--- src/rtl/right_shift_arbiter_pkg.sv ---
// ============================================================================
// right_shift_arbiter_pkg : shift-op encoding and round-robin search helpers
// Rev 1.0
// ============================================================================
`default_nettype none

package right_shift_arbiter_pkg;

  typedef enum logic {
    SHIFT_LOGICAL = 1'b0,
    SHIFT_ARITH   = 1'b1
  } shift_op_e;

  // Helpers are written for the largest arbiter in the family; callers
  // zero-extend their request vector and pass their own last index.
  localparam int RR_MAX_REQS = 64;
  localparam int RR_MAX_IW   = 6;

  typedef logic [RR_MAX_IW-1:0] rr_idx_t;

  typedef struct packed {
    logic    found;
    rr_idx_t idx;
  } rr_pick_t;

  function automatic rr_idx_t rr_next(input rr_idx_t idx, input rr_idx_t last);
    return (idx == last) ? '0 : idx + rr_idx_t'(1);
  endfunction

  // First valid requester at or after ptr, wrapping after last.
  function automatic rr_pick_t rr_search(input logic [RR_MAX_REQS-1:0] valid,
                                         input rr_idx_t                ptr,
                                         input rr_idx_t                last);
    rr_pick_t pick;
    rr_idx_t  cand;
    pick = '0;
    cand = ptr;
    for (int k = 0; k < RR_MAX_REQS; k++) begin
      if ((k <= int'(last)) && !pick.found && valid[cand]) begin
        pick.found = 1'b1;
        pick.idx   = cand;
      end
      cand = rr_next(cand, last);
    end
    return pick;
  endfunction

endpackage

`default_nettype wire

--- src/rtl/right_shift_arbiter_shifter.sv ---
// ============================================================================
// right_shift_arbiter_shifter : combinational logical/arithmetic right barrel shifter
// Rev 1.0
// ============================================================================
`default_nettype none

module right_shift_arbiter_shifter
  import right_shift_arbiter_pkg::*;
#(
  parameter int WIDTH = 32,
  localparam int SW   = $clog2(WIDTH)
) (
  input  logic             i_op,
  input  logic [SW-1:0]    i_w,
  input  logic [WIDTH-1:0] i_a,
  output logic [WIDTH-1:0] o_y
);

  logic             fill;
  logic [WIDTH-1:0] stage [SW+1];

  assign fill     = (i_op == SHIFT_ARITH) && i_a[WIDTH-1];
  assign stage[0] = i_a;

  // Stage s shifts by 2**s when amount bit s is set.
  for (genvar s = 0; s < SW; s++) begin : g_stage
    localparam int DIST = 1 << s;
    assign stage[s+1] = i_w[s] ? {{DIST{fill}}, stage[s][WIDTH-1:DIST]} : stage[s];
  end

  assign o_y = stage[SW];

endmodule

`default_nettype wire

--- src/rtl/right_shift_arbiter.sv ---
// ============================================================================
// right_shift_arbiter : round-robin sharing of one right shifter, registered response
// Rev 1.0
// ============================================================================
`default_nettype none

module right_shift_arbiter
  import right_shift_arbiter_pkg::*;
#(
  parameter int WIDTH = 32,
  parameter int REQS  = 4,
  localparam int SW   = $clog2(WIDTH),
  localparam int IW   = $clog2(REQS)
) (
  input  logic                  CLK,
  input  logic                  RST,
  input  logic [REQS-1:0]       REQ_VALID,
  output logic [REQS-1:0]       REQ_READY,
  input  logic [REQS-1:0]       REQ_OP,
  input  logic [REQS*SW-1:0]    REQ_W,
  input  logic [REQS*WIDTH-1:0] REQ_A,
  output logic                  RSP_VALID,
  input  logic                  RSP_READY,
  output logic [IW-1:0]         RSP_ID,
  output logic [WIDTH-1:0]      RSP_Y
);

  localparam rr_idx_t c_last_idx = rr_idx_t'(REQS - 1);

  logic                   rsp_valid_q, rsp_valid_d;
  logic [IW-1:0]          rsp_id_q,    rsp_id_d;
  logic [WIDTH-1:0]       rsp_y_q,     rsp_y_d;
  logic [IW-1:0]          ptr_q,       ptr_d;

  logic [RR_MAX_REQS-1:0] valid_ext;
  rr_idx_t                ptr_ext;
  rr_pick_t               pick;
  rr_idx_t                next_idx;
  logic                   unused_idx_bits;
  logic [IW-1:0]          winner;
  logic                   slot_free;
  logic                   grant;
  logic                   sel_op;
  logic [SW-1:0]          sel_w;
  logic [WIDTH-1:0]       sel_a;
  logic [WIDTH-1:0]       shift_y;
  logic [REQS-1:0]        req_ready;

  always_comb begin
    valid_ext                = '0;
    valid_ext[REQS-1:0]      = REQ_VALID;
    ptr_ext                  = '0;
    ptr_ext[IW-1:0]          = ptr_q;
    pick                     = rr_search(valid_ext, ptr_ext, c_last_idx);
    next_idx                 = rr_next(pick.idx, c_last_idx);
  end

  assign unused_idx_bits = ^{pick.idx, next_idx};
  assign winner          = pick.idx[IW-1:0];

  // Drain and refill of the response register may happen on the same edge.
  assign slot_free = !rsp_valid_q || RSP_READY;
  assign grant     = !RST && slot_free && pick.found;

  always_comb begin
    req_ready = '0;
    for (int i = 0; i < REQS; i++) begin
      req_ready[i] = grant && (winner == IW'(i));
    end
  end

  always_comb begin
    sel_op = 1'b0;
    sel_w  = '0;
    sel_a  = '0;
    for (int i = 0; i < REQS; i++) begin
      if (winner == IW'(i)) begin
        sel_op = REQ_OP[i];
        sel_w  = REQ_W[i*SW +: SW];
        sel_a  = REQ_A[i*WIDTH +: WIDTH];
      end
    end
  end

  right_shift_arbiter_shifter #(
    .WIDTH (WIDTH)
  ) u_shifter (
    .i_op (sel_op),
    .i_w  (sel_w),
    .i_a  (sel_a),
    .o_y  (shift_y)
  );

  always_comb begin
    rsp_valid_d = rsp_valid_q;
    rsp_id_d    = rsp_id_q;
    rsp_y_d     = rsp_y_q;
    ptr_d       = ptr_q;
    if (grant) begin
      rsp_valid_d = 1'b1;
      rsp_id_d    = winner;
      rsp_y_d     = shift_y;
      ptr_d       = next_idx[IW-1:0];
    end else if (RSP_READY) begin
      rsp_valid_d = 1'b0;
    end
  end

  always_ff @(posedge CLK) begin
    if (RST) begin
      rsp_valid_q <= 1'b0;
      rsp_id_q    <= '0;
      rsp_y_q     <= '0;
      ptr_q       <= '0;
    end else begin
      rsp_valid_q <= rsp_valid_d;
      rsp_id_q    <= rsp_id_d;
      rsp_y_q     <= rsp_y_d;
      ptr_q       <= ptr_d;
    end
  end

  assign REQ_READY = req_ready;
  assign RSP_VALID = rsp_valid_q;
  assign RSP_ID    = rsp_id_q;
  assign RSP_Y     = rsp_y_q;

  a_ready_onehot : assert property (@(posedge CLK) $onehot0(REQ_READY));
  a_ptr_range    : assert property (@(posedge CLK) disable iff (RST) int'(ptr_q) < REQS);
  a_no_grant_stall : assert property (@(posedge CLK)
                       (rsp_valid_q && !RSP_READY) |-> (REQ_READY == '0));

endmodule

`default_nettype wire
--- config.mk ---
export PLATFORM = sky130hd
export DESIGN_NAME = right_shift_arbiter
export DESIGN_NICKNAME = d
export VERILOG_FILES = /design/src/rtl/right_shift_arbiter_pkg.sv /design/src/rtl/right_shift_arbiter_shifter.sv /design/src/rtl/right_shift_arbiter.sv
export SDC_FILE = /design/constraint.sdc
export NUM_CORES = 1
export LEC_CHECK = 0
export ABC_AREA = 1
export CAP_MARGIN = 20
export CORE_ASPECT_RATIO = 1.2
export CORE_MARGIN = 10
export CORE_UTILIZATION = 65
export CTS_CLUSTER_DIAMETER = 100
export DETAILED_ROUTE_END_ITERATION = 16
export DONT_BUFFER_PORTS = 1
export GPL_TIMING_DRIVEN = 0
export PLACE_DENSITY = 0.81
export REMOVE_ABC_BUFFERS = 1
export SLEW_MARGIN = 20
export SYNTH_ARGS = -nofsm -noshare
export SYNTH_HDL_FRONTEND = slang
export SYNTH_SLANG_ARGS = --single-unit
--- constraint.sdc ---
create_clock -name CLK -period 7.45 [get_ports CLK]
set_input_delay 0.3725 -clock CLK [delete_from_list [all_inputs] [get_ports CLK]]
set_output_delay 0.3725 -clock CLK [all_outputs]
set_load 0.03 [all_outputs]
==> results.toml <==
[status]
status = "complete, no violations"

[detailed_routing]
routed_wl_um = 16200
dr.pass1.iters = 6
drtIter0Drc = 640
vias_per_cell = 6.13
wl_met1_um = 5980
dr_wl_met2_um = 8250
top_layer = "met4"
remaining_drc_errors = 0
post_drt_wl_per_cell_um = 17.2
num_vias = 5780
ant_nets = 0
met3_length_um = 1760

[placement]
dp_hpwl_um = 12400
gp_congestion = 0.935
io_buffers = 0

[setup_path]
critPathArrivalTime_ns = 6.65
critPathRequiredTime_ns = 7.70
end_kind = "register"
cp-start-kind = "register"
reg2reg_slack_ns = 1.05
path_max_fanout = 39
worstSetupPathType = "register to register"

[global_route]
grt_pass1_vias = 5317
grt_first_pass_wirelength_um = 25900
grt_max_degree = 54
grt.total_usage = 0.274
grt_overflow = 0
antenna_found_initial = 0

[yosys]
synth.avg_cell_area_um2 = 5.10
yosysUniqueCellTypes = 31
ys_ff_latch = 37
syn_inst = 909
yosysWarnings = 0
syn-cell-area_mm2 = 0.00464
yosysSeqAreaShare = 0.160

[floorplanning]
dieArea_mm2 = 0.0109
dieWidth_um = 97.1
num_io_pins = 198
fp-row-count = 33
core-area_mm2 = 0.00690
fp.dieH_um = 113
start_util = 0.673

[layout]
area_delta_synth_final_pct = -1.92
layout_common_cells = "405 x nand2_1, 176 x nand3_1, 72 x nor2_1, 62 x a21oi_1, 37 x dfxtp_1"
multi_input_area_mm2 = 0.00348
layout_commonest_cell = "nand2_1"
n_antenna_cell = 0
seq_area_um2 = 741
fill_cells = 701
nets = 1019
layout-drive-gt1-share = 0.0374

[timing]
rsz0062_at_grt = "false"
max_clock_freq_mhz = 156
setup-tns-final_ns = 0
finalHoldViolations = 0
whs_ns = 0.131
maxSlewHeadroom = 0.340
worst_pin_slew_ns = 0.984
fin_crit_ns = 6.40
finalSetupViolCount = 0
skew_ns = 0.00487
slew_viol_final = 0
fin_crit_sh = 0.859

[clock_network]
clk_pin_slew_ns = 0.08
clock_tree.root_cell = "clkbuf_8"
cts_made_buffers = 5
cts_setup_buffers = 0
numClockSinks = 37
clock_latency_ns = 0.30
hold_buffers = 0
clock_path_buffers = 2
cts_tree = "built"
cts.repair.resized = 0
htree_levels = 2

[min_path]
hp-class = "input port to register"

[run]
max_cap_violations = 0
[metrics by stage]
| step | util | setup WS, ns | cell area, um^2 | instances |
|---|---|---|---|---|
| 4_1_cts | 0.659 | 1.30 | 4540 | 943 |
| 3_3_place_gp | 0.639 | 0.926 | 4410 | 934 |
| 2_1_floorplan | - | 2.26 | 4300 | 847 |
| 5_1_grt | 0.660 | 0.538 | 4550 | 943 |
| 3_5_place_dp | 0.646 | 1.34 | 4460 | 935 |
| 6_report | 0.660 | 1.05 | 4550 | 943 |
[logic make-up after synthesis]
logic type	count (synthesis)	share of synthesized area
AO/OA/AOI/OAI	111	0.135
XOR/XNOR	1	0.00189
adder cells (fa/ha/maj)	5	0.0135
buffers and inverters	91	0.0971
flip-flops	37	0.160
AND/OR/NAND/NOR	664	0.593
[synthesized netlist by cell type, drive strengths merged]
library cell	number	area, um^2
buf	53	308
o21ai	27	143
and2	1	6.26
nand2	408	1540
ha	5	62.6
a22o	1	8.76
nand3	177	898
inv	28	105
o211ai	10	75.1
a31oi	3	18.8
nor2	73	277
xor2	1	8.76
a21oi	65	344
nor3	2	10.0
a21boi	1	7.51
or2	3	18.8
dfxtp	37	741
clkinv	1	3.75
clkbuf	9	33.8
o21a	4	30.0
[worst max-delay path, stage by stage, from the launching register on]
cell	delay (ns)
dfxtp_1	0.54
ha_1	0.34
inv_1	0.14
xor2_1	0.20
inv_1	0.06
nand2_1	0.07
nand2_1	0.09
nor3_1	0.31
inv_1	0.12
o21ai_0	0.44
inv_1	0.15
ha_2	0.44
inv_2	0.63
nand2_1	0.13
nand2_1	0.09
o21a_1	0.61
clkinv_1	1.01
nand3_1	0.37
nand2_1	0.17
a21oi_1	0.19
o21ai_1	0.12
nand2_1	0.07
[layout make-up]
cell class	instances	share of cell area
Timing Repair Buffer	1	0.00440
Sequential cell	37	0.163
Inverter	29	0.0239
Tap cell	87	0.0239
Clock buffer	5	0.0151
Multi-Input combinational cell	781	0.766
Clock inverter	3	0.00385
[flip-flops by register name, indices dropped and copies added (netlist names)]
| name | count |
|---|---|
| RSP_Y | 32 |
| RSP_ID | 2 |
| ptr_q | 2 |
| RSP_VALID | 1 |
[metal layers]
| layer | GRT usage | up-vias |
|---|---|---|
| li1 | - | 2848 |
| met1 | 0.314 | 2573 |
| met2 | 0.499 | 337 |
| met3 | 0.0706 | 22 |
| met4 | 0.0571 | 0 |
| met5 | 0 | - |
[path summary, 6_finish.rpt]
path,cells past startpoint,start,endpoint
setup / recovery,21,ptr_q[0]$_SDFFE_PP0P_,RSP_Y[3]$_SDFFE_PP0P_
hold / removal,1,RST,RSP_Y[27]$_SDFFE_PP0P_
setup reg to reg,21,ptr_q[0]$_SDFFE_PP0P_,RSP_Y[3]$_SDFFE_PP0P_
hold reg to reg,2,ptr_q[1]$_SDFFE_PP0P_,ptr_q[1]$_SDFFE_PP0P_
Power is not shown: default switching activity piles up to over one toggle a cycle in this logic, so the estimate is an artifact.
